File: config.mk
export PLATFORM = sky130hd
export DESIGN_NAME = inst_fetch
export DESIGN_NICKNAME = d
export VERILOG_FILES = /design/src/rtl/mips_pkg.sv /design/src/rtl/if_skid.sv /design/src/rtl/inst_fetch.sv
export SDC_FILE = /design/constraint.sdc
export NUM_CORES = 1
export LEC_CHECK = 0
export ABC_AREA = 1
export BUFFER_PORTS_ARGS = -buffer_cell sky130_fd_sc_hd__buf_4
export CORE_UTILIZATION = 49
export CTS_CLUSTER_DIAMETER = 100
export DETAILED_ROUTE_END_ITERATION = 7
export PLACE_DENSITY_LB_ADDON = 0.3
export SYNTH_ARGS = -nofsm -noshare
export SYNTH_HDL_FRONTEND = slang
export SYNTH_SLANG_ARGS = --single-unit
File: constraint.sdc
create_clock -name clk -period 1.57 [get_ports clk]
set_input_delay 0.157 -clock clk [delete_from_list [all_inputs] [get_ports clk]]
set_output_delay 0.157 -clock clk [all_outputs]
set_load 0.03 [all_outputs]
File: src/rtl/mips_pkg.sv
// Shared MIPS definitions: opcodes, NOP word, fetch FSM encoding
// and the immediate sign-extension helper.
package mips_pkg;

    localparam logic [5:0] OP_RTYPE = 6'b000000;
    localparam logic [5:0] OP_LW    = 6'b100011;
    localparam logic [5:0] OP_SW    = 6'b101011;
    localparam logic [5:0] OP_BEQ   = 6'b000100;
    localparam logic [5:0] OP_J     = 6'b000010;

    localparam logic [31:0] NOP_WORD = 32'h0000_0000;

    typedef enum logic [1:0] {
        S_IDLE = 2'd0,
        S_WAIT = 2'd1,
        S_DROP = 2'd2
    } fetch_state_e;

    function automatic logic [31:0] sext16(input logic [15:0] v);
        return {{16{v[15]}}, v};
    endfunction

endpackage

File: src/rtl/if_skid.sv
// One-entry skid slot holding an instruction word and its pc+4.
// Load wins over unload so a same-cycle unload/refill keeps it full.
module if_skid
    import mips_pkg::*;
#(
    parameter int ADDR_W = 32
) (
    input  logic              clk,
    input  logic              reset,
    input  logic              load,
    input  logic              unload,
    input  logic              flush,
    input  logic [31:0]       in_data,
    input  logic [ADDR_W-1:0] in_pc4,
    output logic              valid,
    output logic [31:0]       out_data,
    output logic [ADDR_W-1:0] out_pc4
);

    logic              valid_q, valid_d;
    logic [31:0]       data_q, data_d;
    logic [ADDR_W-1:0] pc4_q, pc4_d;

    always_comb begin
        valid_d = valid_q;
        data_d  = data_q;
        pc4_d   = pc4_q;
        if (flush) begin
            valid_d = 1'b0;
        end else if (load) begin
            valid_d = 1'b1;
            data_d  = in_data;
            pc4_d   = in_pc4;
        end else if (unload) begin
            valid_d = 1'b0;
        end
    end

    always_ff @(posedge clk) begin
        if (reset) begin
            valid_q <= 1'b0;
            data_q  <= NOP_WORD;
            pc4_q   <= '0;
        end else begin
            valid_q <= valid_d;
            data_q  <= data_d;
            pc4_q   <= pc4_d;
        end
    end

    assign valid    = valid_q;
    assign out_data = data_q;
    assign out_pc4  = pc4_q;

endmodule

File: src/rtl/inst_fetch.sv
// Instruction fetch stage with IF/ID register, skid slot,
// single-outstanding memory reads and redirect squashing.
module inst_fetch
    import mips_pkg::*;
#(
    parameter int              ADDR_W   = 32,
    parameter logic [ADDR_W-1:0] RESET_PC = '0
) (
    input  logic              clk,
    input  logic              reset,
    input  logic              iStall,
    input  logic              iRedirect,
    input  logic [ADDR_W-1:0] iTarget,
    output logic              oImemReq,
    output logic [ADDR_W-1:0] oImemAddr,
    input  logic              iImemAck,
    input  logic [31:0]       iImemData,
    output logic              oValid,
    output logic [31:0]       oInstr,
    output logic [ADDR_W-1:0] oPC4,
    output logic [5:0]        oOp,
    output logic [5:0]        oFunc,
    output logic [4:0]        oRs,
    output logic [4:0]        oRt,
    output logic [4:0]        oRd,
    output logic [4:0]        oShamt,
    output logic [31:0]       oImm
);

    localparam logic [ADDR_W-1:0] WORD_BYTES = ADDR_W'(4);

    fetch_state_e      state_q, state_d;
    logic [ADDR_W-1:0] pc_q, pc_d;
    logic              req_q, req_d;
    logic [ADDR_W-1:0] addr_q, addr_d;
    logic              valid_q, valid_d;
    logic [31:0]       instr_q, instr_d;
    logic [ADDR_W-1:0] pc4_q, pc4_d;

    logic              ack;
    logic              accept;
    logic [ADDR_W-1:0] ack_pc4;
    logic              skid_load, skid_unload, skid_flush;
    logic              skid_valid, skid_full_next;
    logic [31:0]       skid_data;
    logic [ADDR_W-1:0] skid_pc4;
    logic              unused_tgt;

    assign unused_tgt = ^iTarget[1:0];

    // Acks are only meaningful while a request is outstanding.
    assign ack     = req_q & iImemAck;
    assign accept  = ack & (state_q == S_WAIT) & ~iRedirect;
    assign ack_pc4 = addr_q + WORD_BYTES;

    if_skid #(
        .ADDR_W(ADDR_W)
    ) u_skid (
        .clk      (clk),
        .reset    (reset),
        .load     (skid_load),
        .unload   (skid_unload),
        .flush    (skid_flush),
        .in_data  (iImemData),
        .in_pc4   (ack_pc4),
        .valid    (skid_valid),
        .out_data (skid_data),
        .out_pc4  (skid_pc4)
    );

    always_comb begin
        pc_d        = pc_q;
        valid_d     = valid_q;
        instr_d     = instr_q;
        pc4_d       = pc4_q;
        skid_load   = 1'b0;
        skid_unload = 1'b0;
        skid_flush  = 1'b0;
        if (iRedirect) begin
            valid_d    = 1'b0;
            skid_flush = 1'b1;
            pc_d       = {iTarget[ADDR_W-1:2], 2'b00};
        end else if (!iStall) begin
            if (skid_valid) begin
                instr_d     = skid_data;
                pc4_d       = skid_pc4;
                valid_d     = 1'b1;
                skid_unload = 1'b1;
                skid_load   = accept;
            end else if (accept) begin
                instr_d = iImemData;
                pc4_d   = ack_pc4;
                valid_d = 1'b1;
            end else begin
                valid_d = 1'b0;
            end
        end else begin
            skid_load = accept;
        end
    end

    assign skid_full_next = skid_load
                          | (skid_valid & ~skid_unload & ~skid_flush);

    always_comb begin
        state_d = state_q;
        req_d   = req_q;
        addr_d  = addr_q;
        unique case (state_q)
            S_IDLE: begin
                if (!iRedirect && !skid_valid) begin
                    state_d = S_WAIT;
                    req_d   = 1'b1;
                    addr_d  = pc_q;
                end
            end
            S_WAIT: begin
                if (ack && iRedirect) begin
                    state_d = S_IDLE;
                    req_d   = 1'b0;
                end else if (ack) begin
                    if (!skid_full_next) begin
                        addr_d = ack_pc4;
                    end else begin
                        state_d = S_IDLE;
                        req_d   = 1'b0;
                    end
                end else if (iRedirect) begin
                    state_d = S_DROP;
                end
            end
            S_DROP: begin
                if (ack) begin
                    state_d = S_IDLE;
                    req_d   = 1'b0;
                end
            end
            default: begin
                state_d = S_IDLE;
                req_d   = 1'b0;
            end
        endcase
    end

    // The pc advances past every accepted word, even if it lands in the skid.
    logic [ADDR_W-1:0] pc_next;
    assign pc_next = accept ? ack_pc4 : pc_d;

    always_ff @(posedge clk) begin
        if (reset) begin
            state_q <= S_IDLE;
            pc_q    <= RESET_PC;
            req_q   <= 1'b0;
            addr_q  <= RESET_PC;
            valid_q <= 1'b0;
            instr_q <= NOP_WORD;
            pc4_q   <= '0;
        end else begin
            state_q <= state_d;
            pc_q    <= pc_next;
            req_q   <= req_d;
            addr_q  <= addr_d;
            valid_q <= valid_d;
            instr_q <= instr_d;
            pc4_q   <= pc4_d;
        end
    end

    assign oImemReq  = req_q;
    assign oImemAddr = addr_q;
    assign oValid    = valid_q;
    assign oInstr    = instr_q;
    assign oPC4      = pc4_q;

    assign oOp    = instr_q[31:26];
    assign oRs    = instr_q[25:21];
    assign oRt    = instr_q[20:16];
    assign oRd    = instr_q[15:11];
    assign oShamt = instr_q[10:6];
    assign oFunc  = instr_q[5:0];
    assign oImm   = sext16(instr_q[15:0]);

endmodule

==> metrics.md <==
| Metric | Value |
|---|---|
| Status | `finished clean` |
| Clock Skews | `14.7 ps` |
| Worst Setup End Kind | `flop` |
| HP Class | `input port to flop` |
| Most numerous cell in the Yosys netlist | `nand2_1` |
| Root Buffer | `clkbuf_16` |
| Tightest Pin Transition | `782 ps` |
| DIE AREA | `19,700 um2` |
| Psw | `3.40 mW` |
| Antenna cells | `0` |
| Fmax | `0.641 GHz` |
| H-tree depth | `4` |
| Max-cap violations | `0` |
| Largest net degree at the start of global routing | `68` |
| Worst R2R Setup Slack | `9 ps` |
| Period minus WS final | `1560 ps` |
| Gate Count Post-Synth | `1,329` |
| Layout area overhead | `35.1%` |
| PD cells | `950 nW/um2` |
| Initial antenna violation count | `0` |
| Final WL | `29,000 um` |
| Yosys warnings | `0` |
| Unique masters post-synth | `36` |
| Starting Density | `50.1%` |
| Buf/Inv on CP | `2` |
| Max_slew headroom | `47.9%` |
| CTS tree | `done` |
| Pint | `8.63 mW` |
| Synth Area in Compound Gates | `22.9%` |
| Synth top area share | `42.1%` |
| Die width | `140 um` |
| DR WL/cell | `16.1 um` |
| Final Worst Setup Slack | `8.89 ps` |
| Synth top area cells | `dfxtp_1 (42%), nand2_1 (11%), o21ai_0 (6.3%)` |
| Placement Setup Slack | `-34.4 ps` |
| # IOs | `231` |
| Final period util | `99.4%` |
| Critical path's slowest cell | `buf_4` |
| Share of cells above drive strength 1 | `29.4%` |
| CTS Buffer Depth | `2` |
| Global-route wire length before repair | `44,900 um` |
| Register Area | `3990 um2` |
| Synth area leader | `dfxtp_1` |
| RSZ-0062 raised after global routing | `yes` |
| Drt drc | `0` |
| LEAKAGE | `5.99 nW` |
| Crit path DAT | `1900 ps` |
| Worst path cell trace | `buf_4 -> o21ai_0 -> nand2_1 -> inv_1` |
| Setup tns final | `0 ps` |
| Syn Nets | `1,399` |
| Vias in the first global route | `8,882` |
| Mapped Avg Cell Area | `7.05 um2` |
| Clk slew on worst S/H paths | `70 ps` |
| Adder-cell area share of the yosys netlist | `0.134%` |
| Dpl hpwl | `18,600 um` |
| Vias | `9,688` |
| Final hold vios | `0` |
| Simple-gate share of the synthesized area | `20.1%` |
| Post-synthesis mux area share | `0.320%` |
| Share of total power in the clock network | `39.6%` |
| Final setup viols | `0` |
| Std cell rows | `50` |
| Top delay family on crit path | `buffers and inverters` |
| Largest family of logic cells by synthesized area | `compound AO/OA/AOI/OAI gates` |
| Routed vias/inst | `5.40` |
| Multi-input gate area | `4390 um2` |
| Total global-route track usage | `28.8%` |
| Comb pwr share | `15.9%` |
| Routed Antenna Nets | `0` |
| Post-synthesis sequential area ratio | `42.1%` |
| Clock sinks | `197` |
| Slowest Stage Delay on Critical Path | `630 ps` |
| Post-synthesis xor/xnor area fraction | `0.561%` |
| Crit Path Max Fanout | `67` |
| Crit start category | `flop` |
| Pre-Repair DR Iteration Count | `5` |
| Most frequent cells after synthesis | `nand2_1 (271), dfxtp_1 (197), nor2_1 (144)` |
| Max-slew violations | `0` |
| CTS Buf Count | `17` |
| FFs w/ async S/R, synth | `0%` |
| GPL Wtd Cong | `0.918` |
| Power Total | `12.0 mW` |
| Sequential power share | `44.5%` |
| Global route overflow | `0` |
| Switch share | `28.3%` |
| Later-pin clock latency in the skew report | `450 ps` |
| # port buffers | `228` |
| Chip height | `140 um` |
| Post-synth EDFFs | `0` |
| Fin nets | `1,617` |
| VDD IR-drop max | `0.886 mV` |
| Initial drt markers | `628` |
| Cell Area, Synth | `9370 um2` |
| Core ar. | `18,700 um2` |
| Fill count | `1,561` |
| Worst path required time | `1910 ps` |
| Yosys reg bits | `197` |
| Main synth FF type | `dfxtp_1` |
| Crit path kind | `flop to flop` |
[cell type report]
class	instances	share of cell area (%)
Multi-Input combinational cell	865	34.6
Sequential cell	197	31.5
Timing Repair Buffer	346	22.8
Inverter	120	3.67
Clock buffer	19	3.58
Tap cell	234	2.31
Clock inverter	13	1.48
[final timing paths]
| kind | startpoint | end | cells past startpoint |
|---|---|---|---|
| worst max register to register | u_skid.valid$_SDFFE_PP0P_ | oPC4[7]$_SDFFE_PP0P_ | 4 |
| worst max-delay path | u_skid.valid$_SDFFE_PP0P_ | oPC4[7]$_SDFFE_PP0P_ | 4 |
| worst min-delay path | iTarget[5] | pc_q[5]$_SDFFE_PP0P_ | 3 |
| worst min register to register | pc_q[1]$_SDFFE_PP0P_ | pc_q[1]$_SDFFE_PP0P_ | 2 |
[layout by cell type (no fill, tap or decap), types with 7 or more instances in the layout]
cell and instances:
dlygate4sd3_1 33, o21ai_0 89, inv_1 110, o221ai_1 27, buf_4 295, dfxtp_1 175, a31oi_1 37, o21ai_1 87
nor2_4 8, a21oi_1 105, o21ai_2 10, dfxtp_2 15, nand2_1 248, o21bai_1 18, nor2_1 120, nand3_1 33
nor2_2 23, buf_12 13, dfxtp_4 7, nand2_2 22, clkbuf_16 19
[power by group through the flow]
stage	combinational, mW	clock, mW	sequential, mW
2_1_floorplan	0.774	0	5.63
3_3_place_gp	1.72	0	5.45
3_5_place_dp	1.74	0	5.45
4_1_cts	1.83	4.82	5.34
5_1_grt	2.06	5.00	5.38
6_report	1.91	4.77	5.36
[metrics by stage]
step	instance area, um2	util, %	hold WS [ps]	cells
6_report	12700	67.7	26.2	1794
4_1_cts	12300	65.9	13.1	1787
2_1_floorplan	9410	-	267	1329
3_3_place_gp	11300	60.4	391	1722
3_5_place_dp	11300	60.4	394	1722
5_1_grt	12700	67.7	32.3	1794
[worst min-delay path, stage by stage]
cell	delay, ps
buf_4	80
o221ai_1	90
nor2_1	90
[flip-flops by register name (all words and copies together) (netlist names)]
signal	flops
oImemAddr	32
oInstr	32
oPC4	32
pc_q	32
u_skid.out_data	32
u_skid.out_pc4	32
state_q	2
oImemReq	1
oValid	1
u_skid.valid	1
[per-layer routing]
metal	vias to the layer above	GRT usage (%)	share of wire, %
li1	4734	-	-
met1	4531	36.4	42
met2	363	48.2	48
met3	60	4.07	5.7
met4	0	14.2	3.8
met5	-	0	0
[cell families (layout without fill, tap and decap cells)]
logic type / count (synthesis) / in the layout
AOI/OAI and AO/OA: 384 / 384
xor gates and xnor gates: 6 / 6
DFF: 197 / 197
muxes: 3 / 3
adders and majority gates: 1 / 1
and+or+nand+nor: 471 / 471
buffers and inverters: 267 / 498
[timing repair]
action	4_1_cts	5_1_grt
gates cloned	0	2
hold endpoints to repair	62	0
pin swaps	0	21
buffers inserted	0	5
hold buffers	33	0
endpoints found under the setup margin	54	105
resized for setup	15	115
(Power assumes the default switching activity.)
